## src/rtl/forwarding_scoreboard_if.sv

```systemverilog
// Issue-slot, bypass-stage and result bundle for forwarding_scoreboard.
// master drives issue/stage/flush; slave (the scoreboard) returns operands, stall and stats.
interface forwarding_scoreboard_if #(
  parameter int DATA_W = 32,
  parameter int NREG   = 32,
  parameter int NPORT  = 2,
  parameter int NSTAGE = 3,
  parameter int LAT_W  = 3
);
  localparam int RW = $clog2(NREG);

  logic                     flush;
  logic                     iss_valid;
  logic                     iss_wen;
  logic [RW-1:0]            iss_rd;
  logic [LAT_W-1:0]         iss_lat;
  logic [NPORT*RW-1:0]      iss_rs;
  logic [NPORT-1:0]         iss_ruse;
  logic [NSTAGE-1:0]        stg_wen;
  logic [NSTAGE*RW-1:0]     stg_rd;
  logic [NSTAGE-1:0]        stg_dvalid;
  logic [NSTAGE*DATA_W-1:0] stg_data;
  logic [NPORT-1:0]         opd_fwd;
  logic [NPORT*DATA_W-1:0]  opd_data;
  logic                     stall;
  logic [31:0]              stat_stall_cyc;
  logic [31:0]              stat_fwd_hits;

  modport master (
    output flush, iss_valid, iss_wen, iss_rd, iss_lat, iss_rs, iss_ruse,
    output stg_wen, stg_rd, stg_dvalid, stg_data,
    input  opd_fwd, opd_data, stall, stat_stall_cyc, stat_fwd_hits
  );

  modport slave (
    input  flush, iss_valid, iss_wen, iss_rd, iss_lat, iss_rs, iss_ruse,
    input  stg_wen, stg_rd, stg_dvalid, stg_data,
    output opd_fwd, opd_data, stall, stat_stall_cyc, stat_fwd_hits
  );
endinterface

```

## src/rtl/forwarding_scoreboard.sv

```systemverilog
// Operand forwarding / hazard unit with a per-register long-latency countdown scoreboard.
// FWD_STATS_EN enables saturating stall-cycle and forwarded-operand counters.
module forwarding_scoreboard #(
  parameter int DATA_W = 32,
  parameter int NREG   = 32,
  parameter int NPORT  = 2,
  parameter int NSTAGE = 3,
  parameter int LAT_W  = 3
) (
  input  logic                  CLK,
  input  logic                  RST,
  forwarding_scoreboard_if.slave bus
);
  localparam int RW = $clog2(NREG);

  logic [LAT_W-1:0]        cnt_r [NREG];
  logic [NPORT-1:0]        fwd_s;
  logic [NPORT*DATA_W-1:0] data_s;
  logic                    raw_s;
  logic                    waw_s;
  logic                    stall_s;
  logic                    accept_s;

  // Resolve each active source port: scoreboard RAW, then youngest matching bypass stage
  always_comb begin
    logic [RW-1:0] rs_v;
    logic          hit_v;
    fwd_s  = '0;
    data_s = '0;
    raw_s  = 1'b0;
    rs_v   = '0;
    hit_v  = 1'b0;
    for (int p = 0; p < NPORT; p++) begin
      rs_v  = bus.iss_rs[p*RW +: RW];
      hit_v = 1'b0;
      if (bus.iss_valid && bus.iss_ruse[p] && (rs_v != '0)) begin
        if (cnt_r[rs_v] != '0) begin
          raw_s = 1'b1;
        end else begin
          raw_s = raw_s;
        end
        for (int s = 0; s < NSTAGE; s++) begin
          if (!hit_v && bus.stg_wen[s] && (bus.stg_rd[s*RW +: RW] == rs_v)) begin
            hit_v = 1'b1;
            if (bus.stg_dvalid[s]) begin
              fwd_s[p]                    = 1'b1;
              data_s[p*DATA_W +: DATA_W]  = bus.stg_data[s*DATA_W +: DATA_W];
            end else begin
              raw_s = 1'b1;
            end
          end else begin
            hit_v = hit_v;
          end
        end
      end else begin
        fwd_s[p] = 1'b0;
      end
    end
  end

  // WAW only blocks when the in-flight producer would finish after the new one
  always_comb begin
    waw_s    = bus.iss_valid && bus.iss_wen && (bus.iss_rd != '0) &&
               (cnt_r[bus.iss_rd] > bus.iss_lat);
    stall_s  = raw_s | waw_s;
    accept_s = bus.iss_valid & ~stall_s;
  end

  // Outputs are forced quiet while reset is held
  always_comb begin
    if (RST) begin
      bus.opd_fwd  = '0;
      bus.opd_data = '0;
      bus.stall    = 1'b0;
    end else begin
      bus.opd_fwd  = fwd_s;
      bus.opd_data = data_s;
      bus.stall    = stall_s;
    end
  end

  // Countdown scoreboard: flush beats a new issue, a new issue beats the decrement
  always_ff @(posedge CLK or posedge RST) begin
    if (RST) begin
      for (int r = 0; r < NREG; r++) begin
        cnt_r[r] <= '0;
      end
    end else begin
      cnt_r[0] <= '0;
      for (int r = 1; r < NREG; r++) begin
        if (bus.flush) begin
          cnt_r[r] <= '0;
        end else if (accept_s && bus.iss_wen && (bus.iss_rd == RW'(r)) && (bus.iss_lat != '0)) begin
          cnt_r[r] <= bus.iss_lat;
        end else if (cnt_r[r] != '0) begin
          cnt_r[r] <= cnt_r[r] - LAT_W'(1'b1);
        end else begin
          cnt_r[r] <= cnt_r[r];
        end
      end
    end
  end

`ifdef FWD_STATS_EN
  logic [31:0] stall_cyc_r;
  logic [31:0] fwd_hits_r;

  function automatic logic [31:0] sat_add(input logic [31:0] a, input logic [31:0] b);
    logic [32:0] sum;
    sum = {1'b0, a} + {1'b0, b};
    if (sum[32]) begin
      sat_add = {32{1'b1}};
    end else begin
      sat_add = sum[31:0];
    end
  endfunction

  function automatic logic [31:0] ones_count(input logic [NPORT-1:0] v);
    ones_count = 32'd0;
    for (int i = 0; i < NPORT; i++) begin
      ones_count = ones_count + {31'd0, v[i]};
    end
  endfunction

  // Saturating statistics; only RST clears them, flush leaves them alone
  always_ff @(posedge CLK or posedge RST) begin
    if (RST) begin
      stall_cyc_r <= 32'd0;
      fwd_hits_r  <= 32'd0;
    end else begin
      stall_cyc_r <= sat_add(stall_cyc_r, {31'd0, stall_s});
      fwd_hits_r  <= sat_add(fwd_hits_r, accept_s ? ones_count(fwd_s) : 32'd0);
    end
  end

  assign bus.stat_stall_cyc = stall_cyc_r;
  assign bus.stat_fwd_hits  = fwd_hits_r;
`else
  assign bus.stat_stall_cyc = 32'd0;
  assign bus.stat_fwd_hits  = 32'd0;
`endif
endmodule

```

## src/flat_wrapper.sv

```systemverilog
// flat-port wrapper written by rule: the top's interface ports become plain ports
module forwarding_scoreboard_flat 
#(
  parameter int DATA_W = 32,
  parameter int NREG   = 32,
  parameter int NPORT  = 2,
  parameter int NSTAGE = 3,
  parameter int LAT_W  = 3
)
  (CLK, RST, bus_flush, bus_iss_valid, bus_iss_wen, bus_iss_rd, bus_iss_lat, bus_iss_rs, bus_iss_ruse, bus_stg_wen, bus_stg_rd, bus_stg_dvalid, bus_stg_data, bus_opd_fwd, bus_opd_data, bus_stall, bus_stat_stall_cyc, bus_stat_fwd_hits);
  forwarding_scoreboard_if #(.DATA_W(DATA_W), .NREG(NREG), .NPORT(NPORT), .NSTAGE(NSTAGE), .LAT_W(LAT_W)) bus_i ();
  input  logic CLK;
  input  logic RST;
  input wire logic [$bits(bus_i.flush)-1:0] bus_flush;
  input wire logic [$bits(bus_i.iss_valid)-1:0] bus_iss_valid;
  input wire logic [$bits(bus_i.iss_wen)-1:0] bus_iss_wen;
  input wire logic [$bits(bus_i.iss_rd)-1:0] bus_iss_rd;
  input wire logic [$bits(bus_i.iss_lat)-1:0] bus_iss_lat;
  input wire logic [$bits(bus_i.iss_rs)-1:0] bus_iss_rs;
  input wire logic [$bits(bus_i.iss_ruse)-1:0] bus_iss_ruse;
  input wire logic [$bits(bus_i.stg_wen)-1:0] bus_stg_wen;
  input wire logic [$bits(bus_i.stg_rd)-1:0] bus_stg_rd;
  input wire logic [$bits(bus_i.stg_dvalid)-1:0] bus_stg_dvalid;
  input wire logic [$bits(bus_i.stg_data)-1:0] bus_stg_data;
  output wire logic [$bits(bus_i.opd_fwd)-1:0] bus_opd_fwd;
  output wire logic [$bits(bus_i.opd_data)-1:0] bus_opd_data;
  output wire logic [$bits(bus_i.stall)-1:0] bus_stall;
  output wire logic [$bits(bus_i.stat_stall_cyc)-1:0] bus_stat_stall_cyc;
  output wire logic [$bits(bus_i.stat_fwd_hits)-1:0] bus_stat_fwd_hits;
  assign bus_i.flush = bus_flush;
  assign bus_i.iss_valid = bus_iss_valid;
  assign bus_i.iss_wen = bus_iss_wen;
  assign bus_i.iss_rd = bus_iss_rd;
  assign bus_i.iss_lat = bus_iss_lat;
  assign bus_i.iss_rs = bus_iss_rs;
  assign bus_i.iss_ruse = bus_iss_ruse;
  assign bus_i.stg_wen = bus_stg_wen;
  assign bus_i.stg_rd = bus_stg_rd;
  assign bus_i.stg_dvalid = bus_stg_dvalid;
  assign bus_i.stg_data = bus_stg_data;
  assign bus_opd_fwd = bus_i.opd_fwd;
  assign bus_opd_data = bus_i.opd_data;
  assign bus_stall = bus_i.stall;
  assign bus_stat_stall_cyc = bus_i.stat_stall_cyc;
  assign bus_stat_fwd_hits = bus_i.stat_fwd_hits;
  forwarding_scoreboard #(.DATA_W(DATA_W), .NREG(NREG), .NPORT(NPORT), .NSTAGE(NSTAGE), .LAT_W(LAT_W)) u_core (.CLK(CLK), .RST(RST), .bus(bus_i));
endmodule
```

## config.mk

```make
export PLATFORM = sky130hd
export DESIGN_NAME = forwarding_scoreboard_flat
export DESIGN_NICKNAME = d
export VERILOG_FILES = /design/src/rtl/forwarding_scoreboard_if.sv /design/src/rtl/forwarding_scoreboard.sv /design/src/flat_wrapper.sv
export SDC_FILE = /design/constraint.sdc
export NUM_CORES = 1
export LEC_CHECK = 0
export ABC_AREA = 1
export CORE_MARGIN = 3
export CORE_UTILIZATION = 42
export DETAILED_ROUTE_END_ITERATION = 6
export PLACE_DENSITY_LB_ADDON = 0.15
export SKIP_LAST_GASP = 1
export SLEW_MARGIN = 30
export SYNTH_ARGS = -nofsm -noshare
export SYNTH_HDL_FRONTEND = slang
export SYNTH_SLANG_ARGS = --single-unit
```

## constraint.sdc

```tcl
create_clock -name CLK -period 3.8 [get_ports CLK]
set_clock_uncertainty 0.2 [all_clocks]
set_input_delay 0.38 -clock CLK [delete_from_list [all_inputs] [get_ports CLK]]
set_output_delay 0.38 -clock CLK [all_outputs]
set_load 0.005 [all_outputs]
```

==> results by group <==
Placement
  – DP HPWL: 37.61 mm
  – Area post-placement: around 15000 um2
  – Placed Cells: 2510
  – Port bufs: 208
  – Gpl congestion: slightly above 1

Critical path
  – Slowest cell on the critical path: clkdlybuf4s50_1
  – Arr. time, crit path: between 3 and 4 ns
  – CP Buf/Inv Count: 5
  – Worst Path Required: between 3 and 4 ns
  – CP delay by family, top: buffers and inverters
  – Critical-path cell list: dlygate4sd2_1 -> inv_1 -> nor2_2 -> buf_12 -> a22oi_1 -> o221ai_1 -> nand2_1 -> nand2_1 -> a221oi_2 -> a32oi_1 -> ha_1 -> a21oi_1 -> o21ai_0 -> nand2_2 -> nand2_2 -> o21ai_0 -> inv_1 -> clkdlybuf4s50_1
  – Startpoint types: input pin
  – WS Path Type: in -> out
  – Crit end category: output port
  – CP max FO: 21
  – Cell count along the critical path: 18
  – Slowest cell delay on critical path: roughly 0.44 ns
  – R2R depth: 17

Floorplanning
  – Die area: about 31000 um2
  – Core area: 28240 um2
  – FP Rows: 61
  – Vert. Die Dim: roughly 180 um
  – I/O Pins: approximately 270
  – Die X-Extent: 176.6 um
  – Initial Utilization: 43.27%

Detailed routing
  – Via/cell ratio: between 5 and 6
  – Residual DRC: 8
  – Routed WL per cell: between 15 and 20 um
  – Drt first pass iters: 7
  – Drt total wl: approximately 50 mm
  – Vias: ~15000
  – DRT iter0 DRCs: 1751
  – Antenna-violating nets left: 0

Layout
  – # fillers: 2768
  – Nets: 2352
  – Final non-filler cell total: roughly 2500
  – Post-Layout Inst Area: 15580 um2
  – Diode count: 0
  – Biggest regs: u_core.cnt_r: 93 flops
  – Area Growth Syn to Fin: 27.53%
  – Layout cells sized above 1: 10.51%
  – Reg with most FFs: u_core.cnt_r
  – Largest register FFs: 93

Timing
  – Tcrit/Tclk final: 99.59%
  – Min Tclk post-route: 3.784 ns
  – Unrepaired setup endpoints after global routing: yes
  – Fmax: 264.2 MHz
  – Final hold violations: 0
  – Relative slew margins: 39.60%
  – Final setup fails: 0
  – Slew of the pin with the lowest slew margin: around 0.91 ns
  – Sum Neg Setup Slack: 0 ns
  – Fin. max-slew vios: 0

Yosys
  – Async SR Flop Fraction: 100.0%
  – Synth top area cells: dfrtp_1, nand2_1, nand4_1, inv_1, ha_1
  – EDFF count, synth: 0
  – Share of the synthesized area in the top cell type: roughly a fifth
  – Cell count after synthesis: around 1900
  – Post-synth cell types: slightly above 40
  – Yosys top cell by area: dfrtp_1
  – Number of synthesized register bits: 93
  – Synth Flop Type: dfrtp_1
  – Cell Area, Synth: 12220 um2
  – Post-synthesis sequential area ratio: about a fifth
  – Syn_area_per_cell: 6.378 um2
  – Ys Warns: 0

GRT
  – Number of global-route vias before repair: roughly 13000
  – Global-route wire length before repair: between 70 and 80 mm
  – GR Overflow Total: 0
  – Initial antenna violation count: 0
  – GR Util All Layers: a little under a third
  – Largest net degree at the start of global routing: 55

Pwr
  – Power Dens Cells: roughly 500 nW/um2
  – Pleak: between 7 and 8 nW
  – Maximum VDD drop: 0.4156 mV
  – Tot Pwr: around 7.9 mW

Clock network
  – Worst-path clk slew: about 0.08 ns
  – CTS H-tree lvls: 3
  – CTS root buffer: clkbuf_16
  – Total CTS buffers: 9
  – Post-CTS Hold Buffers: 0
  – CTS tree: done
  – Longest Clk Path Bufs: 2
  – Clock Sinks: just over 90
  – Worst-Skew Late Latency: roughly 0.37 ns

Worst hold path
  – Hold depth: 2
  – Hold Crit Class: reg -> reg

Run status
  – Failing checks: design-rule violations
  – Status: finished with violations

Job
  – Max Cap Viol: 0
[cell usage after synthesis, drive strengths merged, types with 53 or more instances]
cell	instances
clkbuf	67
ha	65
nor2	123
o21ai	57
nand3	65
inv	282
o211ai	60
dfrtp	93
buf	101
nand4	224
a21oi	53
nand2	594
[through the flow]
step	setup WS [ns]	utilization [%]	hold slack, ns
CTS	0.01609	54.97	0.3312
global route	-0.2147	55.19	0.3672
detailed placement	-0.4198	53.83	0.3110
floorplan	0.4809	-	0.2916
global placement	-0.3648	53.83	0.3106
finish	0.01566	55.19	0.3293
[final timing paths]
check | start | endpoint | slack (ns)
min in group asynchronous | RST | u_core.cnt_r[52] | 0.48
worst min-delay path | u_core.cnt_r[73] | u_core.cnt_r[73] | 0.33
worst max-delay path | bus_iss_rd[0] | bus_stall | 0.02
worst max register to register | u_core.cnt_r[23] | u_core.cnt_r[41] | 0.38
max in group asynchronous | RST | u_core.cnt_r[38] | 1.76
worst min register to register | u_core.cnt_r[73] | u_core.cnt_r[73] | 0.33
[cells by family (layout without fill, tap and decap cells)]
group	count (synthesis)	count (layout)	share of synthesized area, %
other	1	64	0.03069
DFF	93	93	19.04
buffers and inverters	455	626	16.77
AOI/OAI and AO/OA	290	290	17.17
xor gates and xnor gates	1	1	0.07168
adders and majority gates	65	65	6.655
and+or+nand+nor	1011	1011	40.26
[report_power, final]
group | total, mW | switching (mW) | internal, mW
sequential | 2.00 | 0.553 | 1.45
combinational | 4.92 | 2.98 | 1.94
clock | 0.940 | 0.465 | 0.475
total | 7.86 | 4.00 | 3.86
[worst min-delay path, stage by stage (launching register included)]
cell and delay, ns:
dfrtp_1 0.35, nand4_1 0.08, nand2_1 0.07
[routing by layer]
metal	share of wire [%]	track usage, %
met1	41	42.56
met2	45	49.12
met3	11	6.559
met4	3.5	9.002
met5	0	0
[area by class of cell]
cell class / count / area, um2 / area share [%]
Clock buffer: 10 / 239.0 / 1.533
Tap cell: 378 / 473.0 / 3.035
Multi-Input combinational cell: 1431 / 8159 / 52.35
Clock inverter: 6 / 56.30 / 0.3613
Timing Repair Buffer: 323 / 3244 / 20.82
Inverter: 287 / 1086 / 6.969
Sequential cell: 93 / 2327 / 14.93
[placed cells by master (no fill, tap or decap), types with 3 or more instances in the layout]
| master | n |
|---|---|
| dlygate4sd2_1 | 3 |
| a221o_1 | 11 |
| buf_4 | 91 |
| a211oi_1 | 6 |
| a21oi_1 | 22 |
| o211ai_1 | 60 |
| a21oi_2 | 30 |
| ha_1 | 65 |
| o22ai_1 | 3 |
| nand4_1 | 194 |
| dfrtp_1 | 93 |
| buf_12 | 23 |
| conb_1 | 64 |
| nor2_2 | 8 |
| clkbuf_16 | 10 |
| nand3_1 | 62 |
| nor2_1 | 113 |
| o221ai_1 | 36 |
| a31oi_1 | 19 |
| nand2_1 | 591 |
| clkinv_1 | 3 |
| nand4_4 | 30 |
| inv_2 | 8 |
| clkdlybuf4s50_1 | 202 |
| o21ai_0 | 57 |
| a22oi_1 | 22 |
| a221oi_1 | 13 |
| nand3_2 | 3 |
| inv_1 | 273 |
[repair_timing]
item | CTS | global route
pin swaps | 5 | 1
resized for setup | 12 | 8
buffers inserted | 0 | 1
setup endpoints to repair | 1 | 29
cloned | 0 | 1
Power figures use the tool's default switching activity.
